**src/rtl/knn_result_display_if.sv**
```systemverilog
// Bus between the KNN classifier side and the result display.
//   master: drives classifier state/label/unknown plus user controls (mode, clr_counts),
//           observes the capture strobe, result flag and seven-segment lines.
//   slave : the display block; the mirror image of master.
// Signals:
//   state[1:0]      classifier state
//   label[1:0]      classifier label, stable while state is the DONE encoding
//   unknown[6:0]    sample being classified
//   mode            0 = result view, 1 = count view
//   clr_counts      clear all per-label counters
//   done_pulse      one-cycle strobe on each new capture
//   result_valid    at least one result has been captured
//   an[3:0]         digit enables, active-low, an[0] rightmost
//   seg[6:0]        {g,f,e,d,c,b,a}, active-low
interface knn_result_display_if;
    logic [1:0] state;
    logic [1:0] label;
    logic [6:0] unknown;
    logic       mode;
    logic       clr_counts;
    logic       done_pulse;
    logic       result_valid;
    logic [3:0] an;
    logic [6:0] seg;

    modport master (
        output state, label, unknown, mode, clr_counts,
        input  done_pulse, result_valid, an, seg
    );

    modport slave (
        input  state, label, unknown, mode, clr_counts,
        output done_pulse, result_valid, an, seg
    );
endinterface

```
**src/rtl/knn_result_display.sv**
```systemverilog
// Result display for the KNN classifier.
// Detects entry into the classifier's DONE state, captures label and unknown sample,
// keeps saturating per-label counts, and scans a 4-digit active-low seven-segment display.
// Ports:
//   clk  - board clock (100 MHz)
//   rst  - synchronous, active-high reset
//   bus  - knn_result_display_if.slave: state/label/unknown/mode/clr_counts in,
//          done_pulse/result_valid/an/seg out
// Parameters:
//   REFRESH_DIV - clk cycles per digit slot, >= 2
//   DONE_STATE  - state encoding meaning "result valid"
//   CNT_W       - per-label counter width, <= 8 (shown as two hex digits)
module knn_result_display #(
    parameter int unsigned REFRESH_DIV = 100000,
    parameter logic [1:0]  DONE_STATE  = 2'b11,
    parameter int unsigned CNT_W       = 8
) (
    input logic                 clk,
    input logic                 rst,
    knn_result_display_if.slave bus
);

    localparam int unsigned RW = $clog2(REFRESH_DIV);
    localparam logic [RW-1:0] REFRESH_MAX = RW'(REFRESH_DIV - 1);

    // Display symbols: 0..15 are hex digits, plus two non-numeric glyphs.
    localparam logic [4:0] SYM_DASH  = 5'd16;
    localparam logic [4:0] SYM_BLANK = 5'd17;

    // Input staging
    logic [1:0] s1_q, s2_q;
    logic [1:0] l1_q;
    logic [6:0] u1_q;

    // Captured result and counts
    logic [1:0]       cap_label_q;
    logic [7:0]       cap_unk_q;
    logic             result_valid_q;
    logic             done_pulse_q;
    logic [CNT_W-1:0] count_q [4];

    // Scan
    logic [RW-1:0] refresh_q;
    logic [1:0]    idx_q;
    logic [3:0]    an_q;
    logic [6:0]    seg_q;

    logic       capture;
    logic [7:0] cnt_ext;
    logic [4:0] digit_sym [4];
    logic [4:0] sym;

    // Rising edge of "state is DONE" on the staged copy, so a held DONE captures once.
    assign capture = (s1_q == DONE_STATE) && (s2_q != DONE_STATE);

    function automatic logic [6:0] seg_code(input logic [4:0] s);
        logic [6:0] c;
        case (s)
            5'd0:    c = 7'b1000000;
            5'd1:    c = 7'b1111001;
            5'd2:    c = 7'b0100100;
            5'd3:    c = 7'b0110000;
            5'd4:    c = 7'b0011001;
            5'd5:    c = 7'b0010010;
            5'd6:    c = 7'b0000010;
            5'd7:    c = 7'b1111000;
            5'd8:    c = 7'b0000000;
            5'd9:    c = 7'b0010000;
            5'd10:   c = 7'b0001000;
            5'd11:   c = 7'b0000011;
            5'd12:   c = 7'b1000110;
            5'd13:   c = 7'b0100001;
            5'd14:   c = 7'b0000110;
            5'd15:   c = 7'b0001110;
            SYM_DASH: c = 7'b0111111;
            default: c = 7'b1111111;
        endcase
        return c;
    endfunction

    // Staging, capture and counters
    always_ff @(posedge clk) begin
        if (rst) begin
            s1_q           <= '0;
            s2_q           <= '0;
            l1_q           <= '0;
            u1_q           <= '0;
            cap_label_q    <= '0;
            cap_unk_q      <= '0;
            result_valid_q <= 1'b0;
            done_pulse_q   <= 1'b0;
            for (int i = 0; i < 4; i++) begin
                count_q[i] <= '0;
            end
        end else begin
            s1_q         <= bus.state;
            s2_q         <= s1_q;
            l1_q         <= bus.label;
            u1_q         <= bus.unknown;
            done_pulse_q <= capture;

            if (bus.clr_counts) begin
                for (int i = 0; i < 4; i++) begin
                    count_q[i] <= '0;
                end
            end

            if (capture) begin
                cap_label_q    <= l1_q;
                cap_unk_q      <= {1'b0, u1_q};
                result_valid_q <= 1'b1;
                // A clear in the same cycle still counts this capture as the first.
                if (bus.clr_counts) begin
                    count_q[l1_q] <= CNT_W'(1);
                end else if (count_q[l1_q] != '1) begin
                    count_q[l1_q] <= count_q[l1_q] + CNT_W'(1);
                end
            end
        end
    end

    // Digit contents, d3 leftmost (index 3)
    always_comb begin
        cnt_ext                = '0;
        cnt_ext[CNT_W-1:0]     = count_q[cap_label_q];
        digit_sym[0]           = SYM_DASH;
        digit_sym[1]           = SYM_DASH;
        digit_sym[2]           = SYM_DASH;
        digit_sym[3]           = SYM_DASH;
        if (result_valid_q) begin
            digit_sym[3] = {3'b000, cap_label_q};
            if (!bus.mode) begin
                digit_sym[2] = SYM_DASH;
                digit_sym[1] = {1'b0, cap_unk_q[7:4]};
                digit_sym[0] = {1'b0, cap_unk_q[3:0]};
            end else begin
                digit_sym[2] = SYM_BLANK;
                digit_sym[1] = {1'b0, cnt_ext[7:4]};
                digit_sym[0] = {1'b0, cnt_ext[3:0]};
            end
        end
    end

    assign sym = digit_sym[idx_q];

    // Scan: an/seg are registered from the current index, so they lag it by one cycle.
    always_ff @(posedge clk) begin
        if (rst) begin
            refresh_q <= '0;
            idx_q     <= '0;
            an_q      <= 4'b1111;
            seg_q     <= 7'b1111111;
        end else begin
            if (refresh_q == REFRESH_MAX) begin
                refresh_q <= '0;
                idx_q     <= idx_q + 2'd1;
            end else begin
                refresh_q <= refresh_q + RW'(1);
            end
            an_q  <= ~(4'b0001 << idx_q);
            seg_q <= seg_code(sym);
        end
    end

    assign bus.done_pulse   = done_pulse_q;
    assign bus.result_valid = result_valid_q;
    assign bus.an           = an_q;
    assign bus.seg          = seg_q;

endmodule
```
**src/flat_wrapper.sv**
```systemverilog
// flat-port wrapper written by rule: the top's interface ports become plain ports
module knn_result_display_flat 
#(
    parameter int unsigned REFRESH_DIV = 100000,
    parameter logic [1:0]  DONE_STATE  = 2'b11,
    parameter int unsigned CNT_W       = 8
)
  (clk, rst, bus_state, bus_label, bus_unknown, bus_mode, bus_clr_counts, bus_done_pulse, bus_result_valid, bus_an, bus_seg);
  knn_result_display_if bus_i ();
  input logic clk;
  input logic rst;
  input wire logic [$bits(bus_i.state)-1:0] bus_state;
  input wire logic [$bits(bus_i.label)-1:0] bus_label;
  input wire logic [$bits(bus_i.unknown)-1:0] bus_unknown;
  input wire logic [$bits(bus_i.mode)-1:0] bus_mode;
  input wire logic [$bits(bus_i.clr_counts)-1:0] bus_clr_counts;
  output wire logic [$bits(bus_i.done_pulse)-1:0] bus_done_pulse;
  output wire logic [$bits(bus_i.result_valid)-1:0] bus_result_valid;
  output wire logic [$bits(bus_i.an)-1:0] bus_an;
  output wire logic [$bits(bus_i.seg)-1:0] bus_seg;
  assign bus_i.state = bus_state;
  assign bus_i.label = bus_label;
  assign bus_i.unknown = bus_unknown;
  assign bus_i.mode = bus_mode;
  assign bus_i.clr_counts = bus_clr_counts;
  assign bus_done_pulse = bus_i.done_pulse;
  assign bus_result_valid = bus_i.result_valid;
  assign bus_an = bus_i.an;
  assign bus_seg = bus_i.seg;
  knn_result_display #(.REFRESH_DIV(REFRESH_DIV), .DONE_STATE(DONE_STATE), .CNT_W(CNT_W)) u_core (.clk(clk), .rst(rst), .bus(bus_i));
endmodule
```
**config.mk**
```make
export PLATFORM = sky130hd
export DESIGN_NAME = knn_result_display_flat
export DESIGN_NICKNAME = d
export VERILOG_FILES = /design/src/rtl/knn_result_display_if.sv /design/src/rtl/knn_result_display.sv /design/src/flat_wrapper.sv
export SDC_FILE = /design/constraint.sdc
export NUM_CORES = 1
export LEC_CHECK = 0
export CELL_PAD_IN_SITES_DETAIL_PLACEMENT = 1
export CELL_PAD_IN_SITES_GLOBAL_PLACEMENT = 2
export CORE_ASPECT_RATIO = 1.25
export CORE_UTILIZATION = 44
export CTS_BUF_LIST = sky130_fd_sc_hd__clkbuf_2 sky130_fd_sc_hd__clkbuf_4 sky130_fd_sc_hd__clkbuf_8
export DETAILED_ROUTE_END_ITERATION = 10
export PLACE_DENSITY = 0.86
export SLEW_MARGIN = 20
export SYNTH_ARGS = -nofsm -noshare
export SYNTH_HDL_FRONTEND = slang
export SYNTH_SLANG_ARGS = --single-unit
```
**constraint.sdc**
```tcl
create_clock -name clk -period 7.46 [get_ports clk]
set_clock_uncertainty 0.1 [all_clocks]
set_input_delay 2.238 -clock clk [delete_from_list [all_inputs] [get_ports clk]]
set_output_delay 2.238 -clock clk [all_outputs]
set_load 0.005 [all_outputs]
```
==> impl_metrics.yaml, run 1 <==
clock_network:
  hold_buffers: 0
  insertion_delay_ns: 0.36
  cts.sinks: 88
  clk_path_buf_depth: 2
  post_cts_buffers: 0
  clkTransAtPathRegs_ns: 0.09
  cts_buffers: 9
  cts_resized: 0
  cts_tree: "built"
  htreeDepth: 3
  cts-root-buf: "clkbuf_8"
setup_path:
  cp_slowest_stage_delay_ns: 0.58
  worstSetupPathType: "in -> reg"
  crit_buf_inv: 3
  critPathLaunchType: "input port"
  end_kind: "flop"
  cpMaxStageDelayCell: "clkdlybuf4s50_1"
  critical-path-top-delay-family: "buffers and inverters"
  crit_chain: "clkdlybuf4s50_1 -> inv_1 -> a21o_1 -> nand2_1 -> o211ai_1 -> inv_1 -> ha_1 -> mux2_2 -> mux2i_1 -> nand2_1"
  worstPathMaxFanout: 10
  required_ns: 7.60
  arrival_ns: 4.54
timing:
  slew_violations: 0
  hold_viol_final: 0
  fin_tns_setup_ns: 0
  max_freq_mhz: 227
  maxSlewHeadroom_pct: 32.0
  fin_crit_ns: 4.41
  setup_viol: 0
  rsz0062_at_grt: "no"
  tightest_slew_ns: 1.02
  period_share_pct: 59.1
synthesis:
  synth_top_cell_by_area: "dfxtp_1"
  ys_seq_elements: 88
  synth_edf_count: 32
  syn_nets: 411
  ys_seq_area_share_pct: 49.9
  async_flop_share_pct: 0
  synth_cell_type_count: 57
  yosys.area.top_type_share_pct: 26.9
  yosysWarnings: 0
  ys.flop_type: "dfxtp_1"
  postSynthCellCount: 386
  synthTopCellsByArea: "dfxtp_1, edfxtp_1, nor2_1"
  synth.avg_cell_area_sq_um: 10.8
  netlist_area_sq_um: 4180
  synth_most_common_cell: "nor2_1"
  synth_common_cells: "nor2_1, dfxtp_1, edfxtp_1, nand2_1, mux2i_1"
finish:
  design_area_sq_um: 4720
  area_growth_pct: 13.0
  multi_input_area_sq_um: 1970
  seq_area_sq_um: 2080
  diodes: 0
  drive_gt1_share_pct: 11.1
  fillers: 1044
  layout.nets: 434
die:
  fp.dieH_um: 111
  fp-row-count: 39
  core-area_sq_um: 9170
  die_x_um: 89.1
  ios: 28
  die_area_sq_um: 9890
  start_util_pct: 45.5
grt:
  grt_pass1_vias: 3172
  grt_pass1_wl_mm: 15.8
  grt_max_degree: 37
  track_usage_pct: 21.8
  antenna_found_initial: 0
  overflow: 0
detailed_routing:
  ant_nets: 0
  totalWireLength_mm: 9.65
  vias_per_cell: 5.52
  num_vias: 2963
  route.detailed.drc: 0
  wl_per_cell_um: 18.0
  drtPass1Iterations: 4
  drt_iter0_drc: 99
power_and_ir_drop:
  vdd_drop_max_mv: 0.100
  switching_power_mw: 0.212
  intPower_mw: 0.689
  seqPwrFrac_pct: 58.0
  powerDensity_nw_per_um2: 191
  p_clk_share_pct: 35.7
  pwr-share-comb_pct: 6.4
  leakage_nw: 1.75
  power_switching_share_pct: 23.6
run:
  maxCapViolations: 0
placed_design:
  gp_congestion: 0.857
  port_buffers: 27
  dpl_cell_area_sq_um: 4530
  dp_hpwl_mm: 6.78
hold_path:
  min_path_type: "reg -> reg"
outcome:
  run_status: "completed"
==> final timing paths <==
check / from / to / slack [ns] / cells after the start
setup reg to reg: u_core.l1_q[0] / u_core.count_q[3][2] / 3.78 / 7
hold reg to reg: u_core.s1_q[0] / u_core.s2_q[0] / 0.37 / 1
setup / recovery: bus_mode / u_core.bus.seg[3] / 3.05 / 10
hold / removal: u_core.s1_q[0] / u_core.s2_q[0] / 0.37 / 1
==> area by class of cell <==
cell class / instances / area share [%]
inverters: 11 / 0.875
clock buffers: 13 / 3.53
well taps: 123 / 3.26
multi-input cells: 270 / 41.7
flip-flops and latches: 88 / 44.1
clock inverters: 3 / 0.504
repair buffers: 29 / 6.05
==> sequential cells by signal (all words and copies together), names as in the netlist, named ones only <==
signal,flops
u_core.bus.an,4
u_core.bus.done_pulse,1
u_core.bus.result_valid,1
u_core.bus.seg,7
u_core.cap_label_q,2
u_core.cap_unk_q,7
u_core.count_q,32
u_core.idx_q,2
u_core.l1_q,2
u_core.refresh_q,17
u_core.s1_q,2
u_core.s2_q,2
u_core.u1_q,7
==> layout by cell type, fill, tap and decap left out, types with 5 or more instances in the layout <==
cell             instances
mux2i_1                 20
edfxtp_1                32
and3_1                   7
nand3_1                 17
inv_1                   10
ha_1                    10
nor2b_1                 13
mux4_2                   9
dfxtp_1                 56
clkdlybuf4s50_1         27
nand2_1                 32
xor2_1                  10
clkbuf_8                11
nand2b_1                 5
nor2_1                  71
mux2_2                   5
xnor2_1                 12
==> power groups by stage <==
| stage | Clock, mW | Combinational (mW) | Sequential (mW) |
|---|---|---|---|
| after global placement | 0 | 0.0560 | 0.533 |
| after floorplan | 0 | 0.0400 | 0.527 |
| after CTS | 0.329 | 0.0578 | 0.523 |
| after detailed placement | 0 | 0.0575 | 0.534 |
| after global routing | 0.348 | 0.0625 | 0.525 |
| final | 0.321 | 0.0573 | 0.523 |
==> per-layer routing <==
layer  part of all wire (%)  vias up  global-route usage (%)
li1                       -     1403                       -
met1                     42     1493                    25.2
met2                     53       46                    38.0
met3                    2.5       21                    2.83
met4                    2.9        0                    11.7
met5                      0        -                       0
==> cell families after synthesis <==
kind of cell / Yosys count / share of synthesized area [%]
AND/OR/NAND/NOR: 171 / 20.8
AO/OA/AOI/OAI: 29 / 5.12
adder cells (fa/ha/maj): 10 / 3.00
flip-flops: 88 / 49.9
buffers and inverters: 28 / 3.06
XOR/XNOR: 22 / 4.61
multiplexers: 38 / 13.5
==> metrics by stage <==
step / power, mW / utilization, % / hold slack [ns] / worst slack [ns] / cells
after detailed placement: 0.592 / 49.4 / 0.358 / 2.66 / 521
final: 0.901 / 51.4 / 0.371 / 3.05 / 537
after CTS: 0.909 / 51.4 / 0.376 / 3.05 / 537
after global placement: 0.589 / 49.4 / 0.345 / 2.79 / 521
after floorplan: 0.567 / - / 0.334 / 3.44 / 386
after global routing: 0.936 / 51.4 / 0.389 / 2.87 / 537
Power figures use the tool's default switching activity.
==> inputs of run 2 (changes only) <==
--- a/config.mk
+++ b/config.mk
@@ -8,10 +8,10 @@
 export CELL_PAD_IN_SITES_DETAIL_PLACEMENT = 1
 export CELL_PAD_IN_SITES_GLOBAL_PLACEMENT = 2
 export CORE_ASPECT_RATIO = 1.25
-export CORE_UTILIZATION = 44
+export CORE_UTILIZATION = 37
 export CTS_BUF_LIST = sky130_fd_sc_hd__clkbuf_2 sky130_fd_sc_hd__clkbuf_4 sky130_fd_sc_hd__clkbuf_8
 export DETAILED_ROUTE_END_ITERATION = 10
-export PLACE_DENSITY = 0.86
+export PLACE_DENSITY = 0.76
 export SLEW_MARGIN = 20
 export SYNTH_ARGS = -nofsm -noshare
 export SYNTH_HDL_FRONTEND = slang
==> constraint.sdc (replaced) <==
create_clock -name clk -period 4 [get_ports clk]
set_clock_uncertainty 0.1 [all_clocks]
set_input_delay 1.2 -clock clk [delete_from_list [all_inputs] [get_ports clk]]
set_output_delay 1.2 -clock clk [all_outputs]
set_load 0.005 [all_outputs]
==> run 2 against run 1 <==
Global-route usage down 3.8 points. Highest routed layer unchanged. Die area increased by 19%. Critical path depth down 3.
==> impl_metrics.yaml, run 2 (same netlist as run 1, synthesis figures left out) <==
outcome:
  run_status: "completed"
power_and_ir_drop:
  intPower_mw: 1.25
  p_clk_share_pct: 35.1
  switching_power_mw: 0.417
  power_switching_share_pct: 25.0
  vdd_drop_max_mv: 0.141
  seqPwrFrac_pct: 58.1
  leakage_nw: 1.77
  pwr-share-comb_pct: 6.8
  powerDensity_nw_per_um2: 351
timing:
  setup_viol: 0
  period_share_pct: 82.9
  fin_tns_setup_ns: 0
  hold_viol_final: 0
  tightest_slew_ns: 0.633
  rsz0062_at_grt: "no"
  max_freq_mhz: 301
  slew_violations: 0
  maxSlewHeadroom_pct: 57.8
  fin_crit_ns: 3.32
clock_network:
  insertion_delay_ns: 0.37
  cts_resized: 0
  hold_buffers: 0
  htreeDepth: 3
  clk_path_buf_depth: 2
  cts_buffers: 9
  clkTransAtPathRegs_ns: 0.09
  post_cts_buffers: 0
  cts.sinks: 88
  cts-root-buf: "clkbuf_8"
  cts_tree: "built"
setup_path:
  critPathLaunchType: "flop"
  end_kind: "flop"
  arrival_ns: 3.24
  required_ns: 3.92
  worstPathMaxFanout: 9
  reg2regPathDepth: 7
  worstSetupPathType: "reg -> reg"
run:
  maxCapViolations: 0
grt:
  track_usage_pct: 18.0
  grt_pass1_vias: 3181
  grt_pass1_wl_mm: 16.0
  grt_max_degree: 36
  antenna_found_initial: 0
  overflow: 0
detailed_routing:
  totalWireLength_mm: 9.84
  vias_per_cell: 5.33
  route.detailed.drc: 0
  ant_nets: 0
  drt_iter0_drc: 84
  num_vias: 2952
  wl_per_cell_um: 17.8
  drtPass1Iterations: 4
finish:
  diodes: 0
  fillers: 1219
  drive_gt1_share_pct: 12.2
  multi_input_area_sq_um: 1970
  area_growth_pct: 14.0
  top_register: "u_core.count_q"
  largest_reg_flops: 32
  seq_area_sq_um: 2080
  final_common_cell: "nor2_1"
  layout.nets: 439
  top_regs: "u_core.count_q x32, u_core.refresh_q x17"
  layout_common_cells: "nor2_1, dfxtp_1, nand2_1, edfxtp_1, clkdlybuf4s50_1"
  fin_util_pct: 43.1
die:
  start_util_pct: 37.9
  core-area_sq_um: 11000
  fp.dieH_um: 121
  fp-row-count: 43
  die_area_sq_um: 11700
  ios: 28
  die_x_um: 97.0
hold_path:
  min_path_type: "reg -> reg"
  min_path_cells: 2
placed_design:
  port_buffers: 27
  dp_hpwl_mm: 7.17
  gp_congestion: 0.806
==> run 2: changes by cell type in the layout (fill, tap and decap cells not counted), sizes merged <==
cell / before / now
clkbuf: 13 / 10
inv: 12 / 14
clkinv: 2 / 3
buf: 2 / 7
==> run 2: metal layers <==
layer  wire [um]  global-route usage [%]
met1        3990                    19.2
met2        5230                    33.9
met3         287                    2.95
met4         337                    9.33
met5           0                       0
==> run 2: critical path, stage by stage, from the launching register on <==
cell	delay (ns)
dfxtp_1	0.64
mux4_2	0.60
ha_1	0.29
and4_4	0.18
nand3_2	0.09
or2_1	0.34
nand4_4	0.26
nand2_1	0.45
==> run 2: power groups by stage <==
stage | Combinational [mW] | Sequential (mW) | Clock, mW
floorplan | 0.0747 | 0.983 | 0
global placement | 0.112 | 0.991 | 0
detailed placement | 0.114 | 0.993 | 0
CTS | 0.115 | 0.972 | 0.606
global route | 0.123 | 0.975 | 0.635
finish | 0.113 | 0.971 | 0.588
==> run 2: final timing paths <==
path                  start                    to  slack (ns)
max          u_core.l1_q[0]  u_core.count_q[3][7]        0.68
max reg2reg  u_core.l1_q[0]  u_core.count_q[3][7]        0.68
min reg2reg  u_core.u1_q[2]   u_core.cap_unk_q[2]        0.38
min          u_core.u1_q[2]   u_core.cap_unk_q[2]        0.38
==> run 2: layout make-up <==
cell class / instances / area share (%)
Sequential cell: 88 / 43.8
Tap cell: 135 / 3.55
Multi-Input combinational cell: 270 / 41.3
Clock inverter: 6 / 0.841
Timing Repair Buffer: 34 / 6.78
Inverter: 11 / 0.868
Clock buffer: 10 / 2.89
==> run 2: per-stage QoR <==
step	area, sq um	hold WS [ns]	power [mW]	instances	worst slack, ns
final	4760	0.376	1.67	554	0.682
after global routing	4760	0.391	1.73	554	0.528
after CTS	4760	0.377	1.69	554	0.635
after detailed placement	4580	0.359	1.11	538	0.487
after global placement	4580	0.344	1.10	538	0.547
after floorplan	4180	0.334	1.06	386	1.02
==> inputs of run 3 (changes only) <==
==> constraint.sdc (replaced) <==
create_clock -name clk -period 2.9 [get_ports clk]
set_clock_uncertainty 0.1 [all_clocks]
set_input_delay 0.87 -clock clk [delete_from_list [all_inputs] [get_ports clk]]
set_output_delay 0.87 -clock clk [all_outputs]
set_load 0.005 [all_outputs]
==> run 3 against run 2 <==
Die area stayed put. Critical path type is now in -> reg. Hold slack worse by 0.0018 ns. Critical endpoint is now u_core.bus.seg[3]. Critical path depth is 4 higher.
==> impl_metrics.yaml, run 3 (same netlist as run 1, synthesis figures left out) <==
power_and_ir_drop:
  vdd_drop_max_mv: 0.192
  leakage_nw: 1.91
  powerDensity_nw_per_um2: 468
placed_design:
  gp_congestion: 0.814
  port_buffers: 27
  dp_hpwl_mm: 7.48
finish:
  multi_input_area_sq_um: 1970
  final_common_cell: "nor2_1"
  fillers: 1219
  layout_common_cells: "nor2_1, dfxtp_1, nand2_1, edfxtp_1"
  diodes: 0
  top_regs: "u_core.count_q x32, u_core.refresh_q x17"
  largest_reg_flops: 32
  area_growth_pct: 19.7
  fin_util_pct: 45.3
  layout.nets: 463
  drive_gt1_share_pct: 16.9
  top_register: "u_core.count_q"
  seq_area_sq_um: 2080
setup_path:
  reg2regPathDepth: 9
  end_kind: "flop"
  worstPathMaxFanout: 6
  required_ns: 3.05
  arrival_ns: 2.85
  r2r_slack_ns: 0.25
  worstSetupPathType: "in -> reg"
  worstReg2RegEnd: "u_core.bus.seg[3]"
  critPathLaunchType: "input port"
timing:
  rsz0062_at_grt: "no"
  whs_ns: 0.374
  hold_viol_final: 0
  fin_crit_ns: 2.70
  period_share_pct: 93.0
  setup_viol: 0
  fin_tns_setup_ns: 0
  max_freq_mhz: 371
  slew_violations: 0
  maxSlewHeadroom_pct: 65.5
  tightest_slew_ns: 0.517
clock_network:
  htreeDepth: 3
  cts_buffers: 9
  cts.sinks: 88
  clkTransAtPathRegs_ns: 0.10
  cts-root-buf: "clkbuf_8"
  cts_resized: 0
  post_cts_buffers: 0
  insertion_delay_ns: 0.37
  cts_tree: "built"
  clk_path_buf_depth: 2
  hold_buffers: 0
detailed_routing:
  ant_nets: 0
  vias_per_cell: 5.20
  drtPass1Iterations: 4
  num_vias: 3006
  drt_iter0_drc: 136
  wl_per_cell_um: 17.5
  totalWireLength_mm: 10.1
  route.detailed.drc: 0
grt:
  grt_pass1_vias: 3294
  antenna_found_initial: 0
  overflow: 0
  grt_max_degree: 34
  grt_pass1_wl_mm: 16.9
  track_usage_pct: 18.9
die:
  die_area_sq_um: 11700
  start_util_pct: 37.9
  die_x_um: 97.0
  fp.dieH_um: 121
  fp-row-count: 43
  core-area_sq_um: 11000
  ios: 28
run:
  maxCapViolations: 0
hold_path:
  min_path_type: "reg -> reg"
  min_path_cells: 2
  min_from: "u_core.u1_q[2]"
  holdPathEnd: "u_core.cap_unk_q[2]"
outcome:
  run_status: "completed"
==> run 3: cell type report <==
cell class | instances | area share (%)
Sequential cell | 88 | 41.7
Multi-Input combinational cell | 270 | 39.3
Timing Repair Buffer | 58 | 11.1
Tap cell | 135 | 3.38
Clock buffer | 9 | 2.48
Clock inverter | 7 | 1.25
Inverter | 11 | 0.826
==> run 3: worst max-delay path, cell delays in order <==
cell and delay, ns:
clkdlybuf4s50_1 0.48, buf_4 0.19, nor2_1 0.09, nor2_1 0.05, a22oi_1 0.18, o21a_1 0.21, inv_1 0.10, ha_1 0.21
mux2_2 0.26, mux2i_1 0.13, nand2_1 0.07
==> run 3: layer usage <==
| layer | vias up | GRT usage (%) | part of all wire (%) |
|---|---|---|---|
| met5 | - | 0 | 0 |
| met2 | 28 | 35.9 | 55 |
| met1 | 1508 | 21.2 | 42 |
| met3 | 10 | 3.12 | 1.9 |
| met4 | 0 | 6.25 | 1.3 |
| li1 | 1460 | - | - |
==> run 3: per-stage QoR <==
step | setup slack (ns) | instances | cell area [sq um] | power [mW]
after floorplan | 0.246 | 386 | 4180 | 1.46
after detailed placement | -0.203 | 562 | 4810 | 1.55
after CTS | 0.187 | 578 | 5000 | 2.36
after global placement | -0.115 | 562 | 4810 | 1.54
after global routing | 0.0179 | 578 | 5000 | 2.43
final | 0.202 | 578 | 5000 | 2.34
==> run 3: how the worst max path moves through the flow <==
stage / startpoint / cells after the start / end
3_3_place_gp: bus_mode / 11 / u_core.bus.seg[3]
3_5_place_dp: bus_mode / 11 / u_core.bus.seg[3]
5_1_grt: bus_mode / 11 / u_core.bus.seg[3]
4_1_cts: flop / 9 / u_core.bus.seg[3]
2_1_floorplan: bus_mode / 10 / u_core.bus.seg[3]
6_report: bus_mode / 11 / u_core.bus.seg[3]
==> run 3: power by group <==
group          total [mW]  leakage (nW)  switching (mW)  internal, mW
registers            1.34         0.814          0.0231          1.31
clock network       0.824        0.0942           0.494         0.330
logic               0.178          1.00          0.0849        0.0927
==> RTL edit 1 (settings of run 1) <==
Take the reset off `u1_q` and load it in a clocked block of its own.
--- a/src/rtl/knn_result_display.sv
+++ b/src/rtl/knn_result_display.sv
@@ -86,3 +86,2 @@
             l1_q           <= '0;
-            u1_q           <= '0;
             cap_label_q    <= '0;
@@ -98,3 +97,2 @@
             l1_q         <= bus.label;
-            u1_q         <= bus.unknown;
             done_pulse_q <= capture;
@@ -119,2 +117,6 @@
         end
+    end
+
+    always_ff @(posedge clk) begin
+        u1_q <= bus.unknown;
     end
Check against the original RTL: same outputs for any inputs over 10 cycles, from zero or initial values and one cycle with rst high; that may be too few to reach the edited logic, so the function may still have changed.
==> RTL edit 1 against run 1 <==
Area after synthesis is 0.12% lower. Power up 3.5%. First-iteration DRC count is 5.1% higher. Sequential cell count is the same. Final cell count shrank 1.7%. Setup slack worse by 0.16 ns. Routed wire length down 3.0%. Critical path depth is 2 lower. Design area up 0.37%. Critical path type unchanged. Largest power group unchanged.
==> RTL edit 1: results <==
set metrics [dict create \
    grt_pass1_wl_um 15200 \
    vias_per_cell 5.39 \
    status "finished, final reports clean" \
    ys_seq_area_frac 0.499 \
    synth_area_leaders "dfxtp_1 (27%), edfxtp_1 (23%), nor2_1 (5.9%)" \
    drive_gt1_frac 0.109 \
    fin_nets 425 \
    largestRegisters "u_core.count_q: 32 flops, u_core.refresh_q: 17 flops" \
    cts_buffers 9 \
    grt_start_max_net_pins 30 \
    gr-usage-all-layers 0.207 \
    synthArstFlopShare 0 \
    drt_iter0_drc 104 \
    slew_headroom 0.443 \
    synth_cell_types 55 \
    path_clk_slew_ns 0.09 \
    synthFlopType "dfxtp_1" \
    cts_max_level 3 \
    synthTopCellsByCount "nor2_1 (66), dfxtp_1 (56), edfxtp_1 (32)" \
    synthCells 374 \
    drtPass1Iterations 4 \
    critical-path-top-delay-family "buffers and inverters" \
    yosys_warnings 0 \
    vias 2845 \
    post-dp-hpwl_um 6580 \
    drt-wirelength-per-cell_um 17.7 \
    synth_edf_count 32 \
    leakage_nw 1.78 \
    crit_fanout 11 \
    dp_cells 512 \
    clockRootBuffer "clkbuf_8" \
    synth_nets 399 \
    clk_path_buf_depth 2 \
    antenna_found_initial 0 \
    place_congestion 0.773 \
    max_stage_delay_ns 0.74 \
    grt_pass1_vias 2983 \
    diodes 0 \
    vdd_drop_max_mv 0.116 \
]
RTL edit 1: cell types whose count changed in the layout (fill, tap and decap cells not counted), sizes merged, moves of 4 or more:
| cell | run 1 | this run |
|---|---|---|
| nand3 | 19 | 14 |
| inv | 12 | 20 |
| nor2 | 72 | 66 |
| nand2 | 33 | 16 |
| and3 | 9 | 2 |
| nor3 | 4 | 12 |
| and2 | 3 | 7 |
| nand4 | 4 | 8 |
| nor2b | 13 | 9 |
| mux2i | 20 | 16 |
RTL edit 1: final cells by class:
class	instances	area, sq um
Multi-Input combinational cell	257	1950
Timing Repair Buffer	28	278
Clock inverter	6	73.8
Inverter	16	60.1
Tap cell	123	154
Clock buffer	10	138
Sequential cell	88	2080
Fill cell	1050	4440
RTL edit 1: cell families after synthesis:
kind of cell / synth area share
xor gates and xnor gates: 0.0420
muxes: 0.137
AOI/OAI and AO/OA: 0.0711
and+or+nand+nor: 0.187
DFF: 0.499
buffers and inverters: 0.0330
adders and majority gates: 0.0300
RTL edit 1: worst min-delay path: cells and delay by family, from the launching register on:
kind             cells  cell delay, ns
flip-flops           1            0.32
AND/OR/NAND/NOR      1            0.07
multiplexers         1            0.05
RTL edit 1: path summary, 6_finish.rpt:
kind                  start                    to  slack (ns)  cells past startpoint
min reg2reg  u_core.u1_q[2]   u_core.cap_unk_q[2]        0.38                      2
max                bus_mode     u_core.bus.seg[3]        2.90                      8
max reg2reg  u_core.l1_q[0]  u_core.count_q[2][2]        3.88                      6
min          u_core.u1_q[2]   u_core.cap_unk_q[2]        0.38                      2
RTL edit 1: layer usage:
metal  vias to the layer above  track usage  routed length [um]
met5                         -            0                   0
met4                         0       0.0730                 128
met3                        10       0.0387                 304
met2                        50        0.354                4850
met1                      1387        0.258                4070
li1                       1398            -                   -
RTL edit 1: report_power, final:
part,internal [W],total [W],switching (W)
clock,0.000169,0.000351,0.000182
sequential,0.000511,0.000524,0.0000125
combinational,0.0000290,0.0000585,0.0000295
total,0.000709,0.000933,0.000224
RTL edit 1: metrics by stage:
stage / setup slack, ns / area (sq um)
after detailed placement: 2.55 / 4520
after global placement: 2.60 / 4520
after global routing: 2.75 / 4740
after CTS: 2.94 / 4740
final: 2.90 / 4740
after floorplan: 3.31 / 4170
==> RTL edit 2 (settings of run 1) <==
Without the edit above. `REFRESH_DIV` is set to 100000 in 2 places; all go to 50000.
--- a/src/rtl/knn_result_display.sv
+++ b/src/rtl/knn_result_display.sv
@@ -13,3 +13,3 @@
 module knn_result_display #(
-    parameter int unsigned REFRESH_DIV = 100000,
+    parameter int unsigned REFRESH_DIV = 50000,
     parameter logic [1:0]  DONE_STATE  = 2'b11,
--- a/src/flat_wrapper.sv
+++ b/src/flat_wrapper.sv
@@ -3,3 +3,3 @@
 #(
-    parameter int unsigned REFRESH_DIV = 100000,
+    parameter int unsigned REFRESH_DIV = 50000,
     parameter logic [1:0]  DONE_STATE  = 2'b11,
Formal check against the unedited RTL: no difference found for any inputs over 10 cycles, from zero or initial values and one cycle with rst high; that may be too few to reach the edited logic, so the function may still have changed.
==> RTL edit 2 against run 1 <==
Setup slack lost 0.41 ns. Critical path type unchanged. Routed wire length grew 2.4%. Power grew 0.84%. Largest cell class is now multi-input combinational cells. First-iteration DRC count grew 3.0%. Clock power grew 3%. Maximum frequency shrank 8.6%. Sequential share of layout area shrank 1.3 points. Sequential power shrank 1%. Area after synthesis grew 2.4%. Register-to-register slack gained 0.24 ns. Design area grew 2.0%. Sequential cell count shrank 1. Largest power group unchanged.
==> RTL edit 2: results <==
set metrics [dict create \
    drive_gt1_frac 0.104 \
    holdWs_ns 0.349 \
    use_met2 0.384 \
    rr_worst_depth 6 \
    p_comb_w 0.0000616 \
    switching_share 0.226 \
    place_congestion 0.862 \
    critical-path-top-delay-family "multiplexers" \
    largestRegisters "u_core.count_q: 32 flops, u_core.refresh_q: 16 flops" \
    fin_nets 432 \
    max_stage_delay_ns 0.68 \
    power_sequential_w 0.000517 \
    grt_pass1_vias 3104 \
    vdd_drop_max_mv 0.0749 \
    status "finished, final reports clean" \
    finalWirelength_um 9880 \
    cp-endpoint "u_core.bus.seg[0]" \
    arrival_ns 4.98 \
    r2r_slack_ns 4.02 \
    wl_met3_um 377 \
    grt_use_met3 0.0379 \
    finalNonFillerCells 535 \
    pg_clk_w 0.000331 \
    synth_cell_types 71 \
    gr-usage-all-layers 0.208 \
    met1_usage 0.230 \
    synthCells 383 \
    leakage_nw 1.84 \
    vias_per_cell 5.63 \
    synth_nets 408 \
    pre_cts_ws_ns 2.27 \
    fmax_mhz 208 \
]
-- RTL edit 2: cell count changes after synthesis, sizes merged, moves of 3 or more --
| cell | change |
|---|---|
| and3 | -5 |
| inv | +4 |
| mux2 | -4 |
| nand2 | -13 |
| nor2b | +3 |
| nor3 | +3 |
| o221ai | -3 |
| xor2 | -3 |
-- RTL edit 2: cell type report --
cell class                      count  area, sq um
Fill cell                         995         4460
Multi-Input combinational cell    267         2070
Sequential cell                    87         2060
Timing Repair Buffer               28          278
Tap cell                          123          154
Clock buffer                       12          150
Inverter                           14         52.6
Clock inverter                      4         45.0
-- RTL edit 2: logic make-up (layout without fill, tap and decap cells) --
family,count (synthesis),count (layout),synth area share
fa+ha+maj,10,10,0.0293
simple gates,163,163,0.200
buf+inv,29,58,0.0331
flops,87,87,0.482
compound gates,40,40,0.0855
mux,36,36,0.133
xor+xnor,18,18,0.0369
